[src/rtl/lfsr_pkg.sv]
// Shared definitions for the LFSR random number generator: FSM encoding,
// feedback-structure selectors and a lookup of maximal-length tap masks.
package lfsr_pkg;

    typedef enum logic [1:0] {
        ST_IDLE  = 2'd0,
        ST_SHIFT = 2'd1,
        ST_DONE  = 2'd2
    } lfsr_state_e;

    localparam int MODE_GALOIS    = 0;
    localparam int MODE_FIBONACCI = 1;

    localparam int MIN_WIDTH = 4;
    localparam int MAX_WIDTH = 32;

    // Right-shift Galois masks giving a 2^n-1 period; returns 0 outside 4..32.
    function automatic logic [31:0] max_len_taps(input int width);
        logic [31:0] taps;
        case (width)
            4:       taps = 32'h0000_0009;
            5:       taps = 32'h0000_0012;
            6:       taps = 32'h0000_0021;
            7:       taps = 32'h0000_0041;
            8:       taps = 32'h0000_008E;
            9:       taps = 32'h0000_0108;
            10:      taps = 32'h0000_0204;
            11:      taps = 32'h0000_0402;
            12:      taps = 32'h0000_0829;
            13:      taps = 32'h0000_100D;
            14:      taps = 32'h0000_2015;
            15:      taps = 32'h0000_4001;
            16:      taps = 32'h0000_B400;
            17:      taps = 32'h0001_0004;
            18:      taps = 32'h0002_0013;
            19:      taps = 32'h0004_0013;
            20:      taps = 32'h0008_0004;
            21:      taps = 32'h0010_0002;
            22:      taps = 32'h0020_0001;
            23:      taps = 32'h0040_0010;
            24:      taps = 32'h0080_000D;
            25:      taps = 32'h0100_0004;
            26:      taps = 32'h0200_0023;
            27:      taps = 32'h0400_0013;
            28:      taps = 32'h0800_0004;
            29:      taps = 32'h1000_0002;
            30:      taps = 32'h2000_0029;
            31:      taps = 32'h4000_0004;
            32:      taps = 32'h8000_0057;
            default: taps = 32'h0000_0000;
        endcase
        return taps;
    endfunction

endpackage

[src/rtl/lfsr_step.sv]
// Pure combinational single-step function of the LFSR: Galois (right shift)
// or Fibonacci (left shift) depending on MODE.
module lfsr_step
    import lfsr_pkg::*;
#(
    parameter int               WIDTH = 16,
    parameter logic [WIDTH-1:0] TAPS  = 16'hB400,
    parameter int               MODE  = MODE_GALOIS
) (
    input  logic [WIDTH-1:0] state_in,
    output logic [WIDTH-1:0] state_out
);

    always_comb begin
        if (MODE == MODE_FIBONACCI) begin
            state_out = {state_in[WIDTH-2:0], ^(state_in & TAPS)};
        end else if (state_in[0]) begin
            state_out = (state_in >> 1) ^ TAPS;
        end else begin
            state_out = state_in >> 1;
        end
    end

endmodule

[src/rtl/lfsr_rng.sv]
// LFSR random word generator: free-runs while idle, and on req advances STEPS
// times before publishing a decorrelated word on rnd_out with a valid pulse.
module lfsr_rng
    import lfsr_pkg::*;
#(
    parameter int               WIDTH = 16,
    parameter logic [WIDTH-1:0] TAPS  = 16'hB400,
    parameter logic [WIDTH-1:0] SEED  = 16'hACE1,
    parameter int               STEPS = 2,
    parameter int               MODE  = MODE_GALOIS
) (
    input  logic             clk,
    input  logic             rst,
    input  logic             en,
    input  logic             seed_load,
    input  logic [WIDTH-1:0] seed_in,
    input  logic             req,
    output logic             busy,
    output logic             valid,
    output logic [WIDTH-1:0] rnd_out,
    output logic             lock_err
);

    localparam int               CNT_W    = $clog2(STEPS + 1);
    localparam logic [CNT_W-1:0] CNT_LOAD = CNT_W'(STEPS);
    localparam logic [CNT_W-1:0] CNT_ONE  = CNT_W'(1);

    lfsr_state_e      fsm_q, fsm_d;
    logic [WIDTH-1:0] state_q, state_d;
    logic [WIDTH-1:0] rnd_q, rnd_d;
    logic [CNT_W-1:0] cnt_q, cnt_d;
    logic             busy_q, busy_d;
    logic             valid_q, valid_d;
    logic             lock_q, lock_d;
    logic [WIDTH-1:0] step_w;

    lfsr_step #(
        .WIDTH (WIDTH),
        .TAPS  (TAPS),
        .MODE  (MODE)
    ) u_step (
        .state_in  (state_q),
        .state_out (step_w)
    );

    always_comb begin
        fsm_d   = fsm_q;
        state_d = state_q;
        rnd_d   = rnd_q;
        cnt_d   = cnt_q;
        busy_d  = busy_q;
        valid_d = 1'b0;
        lock_d  = 1'b0;
        if (seed_load) begin
            // A zero seed would lock the register, so it maps to SEED.
            state_d = (seed_in == '0) ? SEED : seed_in;
            fsm_d   = ST_IDLE;
            cnt_d   = '0;
            busy_d  = 1'b0;
        end else begin
            unique case (fsm_q)
                ST_IDLE: begin
                    if (req) begin
                        fsm_d  = ST_SHIFT;
                        cnt_d  = CNT_LOAD;
                        busy_d = 1'b1;
                    end else if (en) begin
                        state_d = step_w;
                    end
                end
                ST_SHIFT: begin
                    state_d = step_w;
                    if (cnt_q != '0) cnt_d = cnt_q - CNT_ONE;
                    if (cnt_q <= CNT_ONE) fsm_d = ST_DONE;
                end
                ST_DONE: begin
                    rnd_d   = state_q;
                    valid_d = 1'b1;
                    busy_d  = 1'b0;
                    fsm_d   = ST_IDLE;
                end
                default: fsm_d = ST_IDLE;
            endcase
            // Zero-state recovery replaces whatever step was due this cycle.
            if (state_q == '0) begin
                state_d = SEED;
                lock_d  = 1'b1;
            end
        end
    end

    always_ff @(posedge clk or posedge rst) begin
        if (rst) begin
            fsm_q   <= ST_IDLE;
            state_q <= SEED;
            rnd_q   <= '0;
            cnt_q   <= '0;
            busy_q  <= 1'b0;
            valid_q <= 1'b0;
            lock_q  <= 1'b0;
        end else begin
            fsm_q   <= fsm_d;
            state_q <= state_d;
            rnd_q   <= rnd_d;
            cnt_q   <= cnt_d;
            busy_q  <= busy_d;
            valid_q <= valid_d;
            lock_q  <= lock_d;
        end
    end

    assign busy     = busy_q;
    assign valid    = valid_q;
    assign rnd_out  = rnd_q;
    assign lock_err = lock_q;

endmodule

[config.mk]
export PLATFORM = sky130hd
export DESIGN_NAME = lfsr_rng
export DESIGN_NICKNAME = d
export VERILOG_FILES = /design/src/rtl/lfsr_pkg.sv /design/src/rtl/lfsr_step.sv /design/src/rtl/lfsr_rng.sv
export SDC_FILE = /design/constraint.sdc
export NUM_CORES = 1
export LEC_CHECK = 0
export ABC_AREA = 1
export CAP_MARGIN = 20
export CORE_MARGIN = 2
export CORE_UTILIZATION = 55
export DETAILED_ROUTE_END_ITERATION = 7
export PLACE_DENSITY = 0.84
export SYNTH_ARGS = -nofsm -noshare
export SYNTH_HDL_FRONTEND = slang
export SYNTH_SLANG_ARGS = --single-unit
[constraint.sdc]
create_clock -name clk -period 2.7 [get_ports clk]
set_clock_uncertainty 0.1 [all_clocks]
set_input_delay 0.54 -clock clk [delete_from_list [all_inputs] [get_ports clk]]
set_output_delay 0.54 -clock clk [all_outputs]
set_load 0.1 [all_outputs]
Word level (Yosys, flattened, before mapping)
Index checks and enable logic that the tools add are counted.

Register bits after elaboration: 39. Latch bits: 0. Memory bits (writable): 0. Memory bits (read-only): 0. Input port bits: 21. Output and inout bits: 19. Logic and storage cells: 52. Memories kept: 0.

Add/subtract/negate cells: 1. Multipliers: 0. Divide/modulo/power cells: 0. Order comparisons: 1. Eq/ne operators: 7. Shifts and indexed selects: 0. Muxes and demuxes: 22. Bitwise operators: 2. Reduce and logical (&&, ||, !) cells: 12.

Operator list (count): two-way mux 16 bit (6); logical NOT 16 bit (2); case mux 16 bit (2 select lines) (1); two-way mux 2 bit (6); inequality test 3 bit, second input constant (3); inequality test 4 bit, second input constant (2); case mux 2 bit (2 select lines) (2); two-way mux 1 bit (6); AND reduction 2 bit (3); AND reduction 3 bit (2); nonzero test 3 bit (2); NOT 3 -> 4 bit (1); nonzero test 4 bit (1); == test 2 x 1 -> 1 bit, second input constant (1); == test 2 bit, second input constant (1); less-or-equal comparator 2 x 1 -> 1 bit, second input constant (1); logical NOT 2 bit (1); case mux 1 bit (2 select lines) (1); nonzero test 2 bit (1); subtractor 2 x 1 -> 2 bit, second input constant (1); NOT 1 bit (1).

Logic depth before layout (Yosys ltp)
Gate-level depths: netlist of the first run.

Word-level depth: 7. Mapped depth: 11.

Cells and area by module
From an unflattened synthesis of the first run, not the netlist that was laid out.

Cells, all modules: 293. Area, all modules: 2137.0 µm².

By module, submodules not included: lfsr_rng (times used 1, cells each 267, area an instance 1990.7 µm², seq. area each 985.9 µm²); lfsr_step (times used 1, cells each 26, area an instance 146.4 µm², seq. area each 0.0 µm²).

Worst setup path after synthesis of the first run
Ideal clock, no wire load.

Kind: register to output. Start point: register rnd_q[0], in the netlist rnd_out[0]. End point: output port rnd_out[0]. Arrival: 0.898 ns. Required time: 2.060 ns. Path slack: 1.162 ns. Stages on the path, launching flop included: 1. Path buffers: 0. Cells stage by stage: dfrtp_1.

RTL lines: from (decl) (RTL line lfsr_rng.sv:30) `logic [WIDTH-1:0] rnd_q, rnd_d;`; from (signal assigned) (RTL line lfsr_rng.sv:104) `rnd_q <= rnd_d;`; to (decl) (RTL line lfsr_rng.sv:20) `output logic [WIDTH-1:0] rnd_out,`.

No word-level cell between the ends.

Final worst setup path of the first run
Start point: input port seed_load. End point: register rnd_q[2], in the netlist rnd_out[2].

Longest elaborated chain between the ends: 2.

RTL lines: from (decl) (RTL line lfsr_rng.sv:15) `input logic seed_load,`; NOT 1 bit (no line); AND reduction 2 bit (no line).

Every way passes these cells. A chain may end at the register's enable or synchronous reset.

==> reports/results.txt, run 1 <==
R2R setup slack = 0.99 ns
status = completed
worst hold path cell count = 2
non-filler cells, final = 344
CP arrival = 2.05 ns
P_leak = 1.28 nW
post-synthesis cell type count = 23
placed cells = 336
number of routed nets with antenna violations = 0
pin count of the biggest net entering global routing = 40
CTS tree = built
hold endpoint = rnd_out[13]
initial antenna violation count = 0
die width = 65.2 microns
crit path buf inv count = 2
Routed Wire Length = 4.32 mm
PostCTS Resize Cnt = 0
vias in the first global route = 1,581
slowest CP cell = clkdlybuf4s50_1
Port Buffers = 39
gr usage total = 23.2%
CTS max path bufs = 2
Synth Instances = 255
Via density = 4.94
WL per Instance = 12.6 microns
critical path's top delay family = buffers and inverters
Critical Path End Type = flip-flop
gp weighted congestion = 0.776
Post-Syn Nets = 278
Layout area overhead = 21.9%
setup tns final = 0 ns
Yosys top cell area share = 37.6%
most frequent cells in the layout = 78 x nand2_1, 31 x dfrtp_1, 28 x nor2_1, 26 x inv_1, 23 x buf_4
via count = 1,698
flops & latches, synth = 39
post-synth top area cell = dfrtp_1
Area contributors post-synth = dfrtp_1 38%, nand2_1 14%, dfstp_2 10%
commonest non-fill, non-tap cell in the layout = nand2_1
sink count of the clock tree = 39
startpoint class of the critical path = input port
first-pass GRT wire length = 7.47 mm
Final Hold Vio Count = 0
HPWL after DPL = 3.11 mm
Clock Pin Slew Worst Setup and Hold Paths = 0.07 ns
# hold bufs at CTS = 0
Crit Path Max Fanout = 30
share of post-route cells with drive strength above 1 = 21.3%
Post-CTS Setup Repair Bufs = 0
register area share after synthesis = 47.8%
Crit Reg-Reg Startpoint = state_q[0]
Max Freq = 499 MHz
Final Setup Violations = 0
CTS Buf Count = 5
clock root cell = clkbuf_8
Worst R2R End = state_q[8]
MaxCap Viol Count = 0
Tcrit/Tclk final = 74.2%
std cell rows = 22
Clock Latency Late Sink = 0.29 ns
initial core utilization = 56.7%
RSZ-0062 raised after global routing = false
DRC errors left = 0
CP Cell Sequence = clkdlybuf4s50_1 -> nor3_4 -> inv_1 -> nand2_1 -> o21ai_0
max_slew headroom = 50.5%
total power = 2.95 mW
# nets final = 318
worst hold margin = 0.378 ns
GRT overflow = 0
Setup CP Type = input port to flip-flop
Tmin final = 2.00 ns
Starting DRT DRC Count = 88
Yosys warnings = 0
router iterations before antenna repair = 4
H-tree depth = 2
max-slew violation count = 0
core area = 3630 sq um
biggest cell delay along the critical path = 0.58 ns
syn avg cell area = 8.08 sq um
worst r2r path cells = 8
# IOs = 40
Post-Syn Area = 2060 sq um
die area = 4250 sq um
Die H = 65.2 microns
HP Class = flip-flop to flip-flop
n_diodes = 0
worst vdd ir = 0.476 mV
min-delay src = rnd_out[13]
Worst Path Required = 2.75 ns
pwr dens = 1170 nW/um^2
worst slew pin tran = 0.742 ns
-- cell families after synthesis --
logic type / synth area share, %
simple gates: 30.4
buf+inv: 10.1
flops: 47.8
compound gates: 9.23
xor+xnor: 1.28
fa+ha+maj: 1.21
-- synth_stat cells (all sizes together) --
cell / n
nand2: 88
o21ai: 32
dfrtp: 31
nor2: 30
inv: 28
nand3: 19
buf: 9
dfstp: 8
nor3: 3
xnor2: 3
ha: 2
clkbuf: 1
clkinv: 1
-- power breakdown --
| part | internal, mW | total [mW] | switching, mW |
|---|---|---|---|
| clock | 0.299 | 0.500 | 0.202 |
| combinational | 0.332 | 1.54 | 1.20 |
| sequential | 0.790 | 0.913 | 0.123 |
| total | 1.42 | 2.95 | 1.53 |
-- routing by layer --
metal / wire, microns / global-route usage (%) / part of all wire [%] / vias to the layer above
li1: - / - / - / 871
met1: 2040 / 32.1 / 47 / 768
met2: 2020 / 37.1 / 47 / 52
met3: 208 / 5.31 / 4.8 / 7
met4: 48 / 6.25 / 1.1 / 0
met5: 0 / 0 / 0 / -
-- how the worst max path moves through the flow --
stage / startpoint / endpoint / slack (ns) / cells past startpoint
after CTS: seed_load / rnd_out[15] / 0.68 / 5
after global placement: seed_load / rnd_out[2] / 0.41 / 5
after floorplan: rnd_out[0] / rnd_out[0] / 1.16 / 0
after global routing: seed_load / rnd_out[2] / 0.52 / 5
final: seed_load / rnd_out[2] / 0.70 / 5
after detailed placement: seed_load / rnd_out[5] / 0.36 / 5
-- state kept, by name, summed over array words and instances, names as in the netlist --
register	flops
rnd_out	16
state_q	16
cnt_q	2
fsm_q	2
busy	1
lock_err	1
valid	1
-- through the flow --
stage | setup WS [ns] | instance area [sq um] | utilization [%]
2_1_floorplan | 1.16 | 2060 | -
3_3_place_gp | 0.410 | 2390 | 65.9
3_5_place_dp | 0.363 | 2390 | 65.9
4_1_cts | 0.679 | 2510 | 69.1
5_1_grt | 0.523 | 2510 | 69.1
6_report | 0.697 | 2510 | 69.1
-- worst register-to-register path, stage by stage (launching register included) --
cell     delay (ns)
dfstp_2        0.64
nor2_4         0.06
nand2_2        0.08
nor2_4         0.05
nand2_4        0.12
nand2_4        0.16
buf_4          0.23
nand2_1        0.10
o21ai_2        0.06
-- cell type report --
type                            instances  area (sq um)
Clock buffer                            6          82.6
Timing Repair Buffer                   43           373
Inverter                               29           109
Tap cell                               48          60.1
Sequential cell                        39           986
Fill cell                             323          1120
Multi-Input combinational cell        177           867
Clock inverter                          2          35.0
(Power assumes the default switching activity.)
==> run 2: changes to the inputs <==
Settings changed: CORE_UTILIZATION 55 to 51, PLACE_DENSITY 0.84 to 0.79.
Clock period 2.7 ns to 2.1 ns, I/O delays scaled along.
==> run 2 against run 1 <==
  * Sequential share of layout area down 0.62 points
  * Total power is 32% higher
  * Highest routed layer unchanged
  * Wire length about the same
  * Critical path depth rose by 3
  * Die area grew 7.4%
  * Via count is 2.9% higher
==> reports/results.txt, run 2 (same netlist as run 1, synthesis figures left out) <==
GRT overflow = 0
share of post-route cells with drive strength above 1 = 21.7%
most frequent cells in the layout = 78 x nand2_1, 31 x dfrtp_1, 28 x nor2_1, 26 x inv_1, 26 x buf_4
Die H = 67.6 microns
biggest cell delay along the critical path = 0.66 ns
total power = 3.89 mW
# hold bufs at CTS = 0
WL per Instance = 12.4 microns
Starting DRT DRC Count = 125
router iterations before antenna repair = 4
vias in the first global route = 1,552
n_diodes = 0
Clock Latency Late Sink = 0.29 ns
max-slew violation count = 0
Setup CP Type = input port to flip-flop
top sig layer = met4
R2R setup slack = 0.50 ns
crit path buf inv count = 3
wl on met1 = 2.04 mm
Final Setup Violations = 0
Crit Reg-Reg Startpoint = state_q[4]
die width = 67.6 microns
PnR worst setup slack = 0.286 ns
Clock Pin Slew Worst Setup and Hold Paths = 0.08 ns
DRC errors left = 0
number of routed nets with antenna violations = 0
RSZ-0062 raised after global routing = false
HP Class = flip-flop to flip-flop
Routed Wire Length = 4.32 mm
Tmin final = 1.81 ns
Port Buffers = 39
CP Cell Sequence = clkdlybuf4s50_1 -> inv_2 -> nand2_1 -> nand2_2 -> nand2_4 -> buf_4 -> nand2_1 -> o21ai_2
initial core utilization = 52.3%
MaxCap Viol Count = 0
sink count of the clock tree = 39
Max Freq = 551 MHz
Via density = 5.01
worst slew pin tran = 0.487 ns
startpoint class of the critical path = input port
critical path's top delay family = buffers and inverters
Worst Path Required = 2.22 ns
Layout Utilization = 64.7%
die area = 4570 sq um
setup tns final = 0 ns
slowest CP cell = clkdlybuf4s50_1
Worst R2R End = state_q[9]
Final Hold Vio Count = 0
clock root cell = clkbuf_8
gr usage total = 21.1%
Crit Path Max Fanout = 13
gp weighted congestion = 0.870
std cell rows = 23
CTS tree = built
min-delay src = rnd_out[13]
HPWL after DPL = 3.21 mm
CTS Buf Count = 5
Layout area overhead = 23.9%
max_slew headroom = 67.5%
met2 routed WL = 1.93 mm
pin count of the biggest net entering global routing = 40
initial antenna violation count = 0
pre-CTS setup slack = -0.000825 ns
PostCTS Resize Cnt = 0
H-tree depth = 2
commonest non-fill, non-tap cell in the layout = nand2_1
Met3 Wirelength = 281 microns
hold endpoint = rnd_out[13]
Worst Setup SP = seed_load
P_leak = 1.30 nW
via count = 1,748
# IOs = 40
first-pass GRT wire length = 7.16 mm
core area = 3940 sq um
Tcrit/Tclk final = 86.4%
Critical Path End Type = flip-flop
worst vdd ir = 0.642 mV
# nets final = 321
CP arrival = 1.93 ns
pwr dens = 1520 nW/um^2
worst r2r path cells = 8
CTS max path bufs = 2
FILL cells = 337
worst hold path cell count = 2
Post-CTS Setup Repair Bufs = 0
status = completed
cell mode on critical path = nand2_1
run 2: how the worst max path moves through the flow:
stage                       end  slack (ns)  depth (start not counted)
CTS                  state_q[9]        0.30                          8
floorplan            rnd_out[0]        0.68                          0
finish               state_q[9]        0.29                          8
global route        state_q[10]        0.19                          8
global placement    state_q[11]        0.09                          8
detailed placement   state_q[9]     -0.0008                          8
run 2: per-stage QoR:
| step | area [sq um] | instances | hold WS (ns) |
|---|---|---|---|
| 6_report | 2550 | 349 | 0.379 |
| 5_1_grt | 2550 | 349 | 0.393 |
| 4_1_cts | 2550 | 349 | 0.384 |
| 3_5_place_dp | 2420 | 341 | 0.365 |
| 3_3_place_gp | 2420 | 341 | 0.357 |
| 2_1_floorplan | 2060 | 255 | 0.355 |
run 2: layer usage:
metal | up-vias | GRT usage [%]
li1 | 882 | -
met1 | 798 | 30.0
met2 | 60 | 31.1
met3 | 8 | 5.00
met4 | 0 | 7.91
met5 | - | 0
run 2: final cells by class:
| type | count | area, sq um | area share, % |
|---|---|---|---|
| Tap cell | 50 | 62.6 | 2.45 |
| Multi-Input combinational cell | 177 | 867 | 34.0 |
| Clock buffer | 6 | 72.6 | 2.84 |
| Inverter | 29 | 109 | 4.26 |
| Timing Repair Buffer | 46 | 395 | 15.5 |
| Clock inverter | 2 | 60.1 | 2.35 |
| Sequential cell | 39 | 986 | 38.6 |
run 2: power by group:
group	internal [mW]	switching [mW]
combinational	0.433	1.54
sequential	1.02	0.162
clock	0.475	0.267
total	1.92	1.96
run 2: worst register-to-register path: cells and delay by family, from the launching register on:
family          cells  cell delay (ns)
compound gates      1             0.07
buf+inv             1             0.20
flops               1             0.39
simple gates        6             0.75
==> run 3: changes to the inputs <==
Settings changed: CELL_PAD_IN_SITES_DETAIL_PLACEMENT set to 2, CELL_PAD_IN_SITES_GLOBAL_PLACEMENT set to 2, CORE_UTILIZATION 51 to 30, PLACE_DENSITY 0.79 to unset, PLACE_DENSITY_LB_ADDON set to 0.1.
Clock period 2.1 ns to 2 ns, I/O delays scaled along.
==> run 3 against run 2 <==
  * Clock power shrank 9.7%
  * Cell count grew 9.7%
  * Worst setup slack gained 0.0056 ns
  * Register-to-register slack lost 0.12 ns
  * Largest power group unchanged
  * Combinational power grew 28%
==> reports/results.txt, run 3 (same netlist as run 1, synthesis figures left out) <==
worst r2r path cells = 8
share of post-route cells with drive strength above 1 = 23.1%
total power = 4.52 mW
CTS Buf Count = 5
pwr dens = 1590 nW/um^2
Setup CP Type = input port to flip-flop
via count = 1,788
die width = 86.9 microns
H-tree depth = 2
Layout Utilization = 42.2%
Worst path depth = 8
HP Class = input port to asynchronous set/reset pin
Post-CTS Setup Repair Bufs = 0
WL per Instance = 15.0 microns
core area = 6720 sq um
switching share of power = 48.8%
CP arrival = 1.83 ns
GRT overflow = 0
Layout area overhead = 37.7%
Critical Path End Type = flip-flop
P_int = 2.32 mW
FILL cells = 740
Die H = 86.9 microns
biggest cell delay along the critical path = 0.64 ns
CTS tree = built
vias in the first global route = 1,904
# nets final = 325
Final Setup Violations = 0
Crit Reg-Reg Startpoint = state_q[10]
Crit Path Max Fanout = 15
startpoint class of the critical path = input port
HPWL after DPL = 4.51 mm
initial core utilization = 30.7%
Reg power frac = 29.4%
post-route cell area = 2840 sq um
Routed Wire Length = 5.76 mm
Final Hold Vio Count = 0
std cell rows = 30
pin count of the biggest net entering global routing = 40
Sw Pwr = 2.20 mW
Starting DRT DRC Count = 81
Clock Pin Slew Worst Setup and Hold Paths = 0.09 ns
first-pass GRT wire length = 9.83 mm
setup tns final = 0 ns
Tcrit/Tclk final = 85.4%
PnR worst setup slack = 0.292 ns
number of routed nets with antenna violations = 0
Tmin final = 1.71 ns
non-filler cells, final = 383
pre-CTS setup slack = -0.0170 ns
Max Freq = 585 MHz
die area = 7550 sq um
Logic pwr share = 55.7%
cell mode on critical path = nand2_1
PostCTS Resize Cnt = 0
MaxCap Viol Count = 0
slowest CP cell = clkdlybuf4s50_1
RSZ-0062 raised after global routing = false
Clock Power Share = 14.8%
worst hold margin = 0.351 ns
Worst R2R End = state_q[4]
gp weighted congestion = 0.763
sink count of the clock tree = 39
gr usage total = 17.2%
# IOs = 40
max_slew headroom = 80.2%
DRC errors left = 0
worst slew pin tran = 0.294 ns
commonest non-fill, non-tap cell in the layout = nand2_1
clock root cell = clkbuf_8
placed cells = 375
# hold bufs at CTS = 0
critical path's top delay family = buffers and inverters
CTS max path bufs = 2
Worst Setup SP = seed_load
Via density = 4.67
CP Cell Sequence = clkdlybuf4s50_1 -> inv_2 -> nand2_1 -> nand2_2 -> nand2_4 -> buf_4 -> nand2_1 -> o21ai_2
P_leak = 1.39 nW
Worst Path Required = 2.12 ns
R2R setup slack = 0.38 ns
Clock Latency Late Sink = 0.30 ns
max-slew violation count = 0
placed cell area = 2730 sq um
worst vdd ir = 0.495 mV
n_diodes = 0
most frequent cells in the layout = 78 x nand2_1, 31 x dfrtp_1, 28 x nor2_1, 26 x inv_1, 20 x clkdlybuf4s50_1
initial antenna violation count = 0
Port Buffers = 39
status = completed
critical path endpoint = state_q[4]
crit path buf inv count = 3
router iterations before antenna repair = 4
-- run 3: cell types whose count changed in the layout (fill, tap and decap cells not counted), sizes merged --
| cell | previous run | this run |
|---|---|---|
| bufinv | 2 | 1 |
| clkinv | 1 | 3 |
| clkbuf | 6 | 5 |
| buf | 26 | 30 |
-- run 3: routing by layer --
| layer | vias up | GRT usage (%) | wire length (microns) |
|---|---|---|---|
| li1 | 883 | - | - |
| met1 | 864 | 23.5 | 2700 |
| met2 | 34 | 27.9 | 2790 |
| met3 | 7 | 3.22 | 180 |
| met4 | 0 | 4.83 | 88 |
| met5 | - | 0 | 0 |
-- run 3: worst min path at each step --
stage | start | endpoint | slack [ns] | cells after the start
floorplan | state_q[10] | state_q[10] | 0.36 | 2
global placement | state_q[7] | state_q[7] | 0.37 | 2
detailed placement | state_q[15] | state_q[15] | 0.37 | 2
CTS | rst | state_q[14] | 0.36 | 3
global route | rst | valid | 0.38 | 3
finish | rst | state_q[14] | 0.35 | 3
-- run 3: tightest hold or removal path: cells and delay by family --
family                 cells  cell delay, ns
buffers and inverters      3            0.72
-- run 3: power by group through the flow --
| stage | clock network (mW) | logic (mW) | registers (mW) |
|---|---|---|---|
| finish | 0.670 | 2.52 | 1.33 |
| global route | 0.724 | 2.65 | 1.37 |
| CTS | 0.693 | 2.54 | 1.34 |
| detailed placement | 0 | 2.54 | 1.35 |
| global placement | 0 | 2.50 | 1.34 |
| floorplan | 0 | 0.484 | 2.41 |
-- run 3: cell type report --
| type | count | area (sq um) | share of cell area [%] |
|---|---|---|---|
| clock buffers | 5 | 68.8 | 2.43 |
| flip-flops and latches | 39 | 986 | 34.7 |
| inverters | 29 | 109 | 3.84 |
| repair buffers | 50 | 663 | 23.4 |
| well taps | 80 | 100 | 3.53 |
| multi-input cells | 177 | 867 | 30.6 |
| clock inverters | 3 | 43.8 | 1.54 |
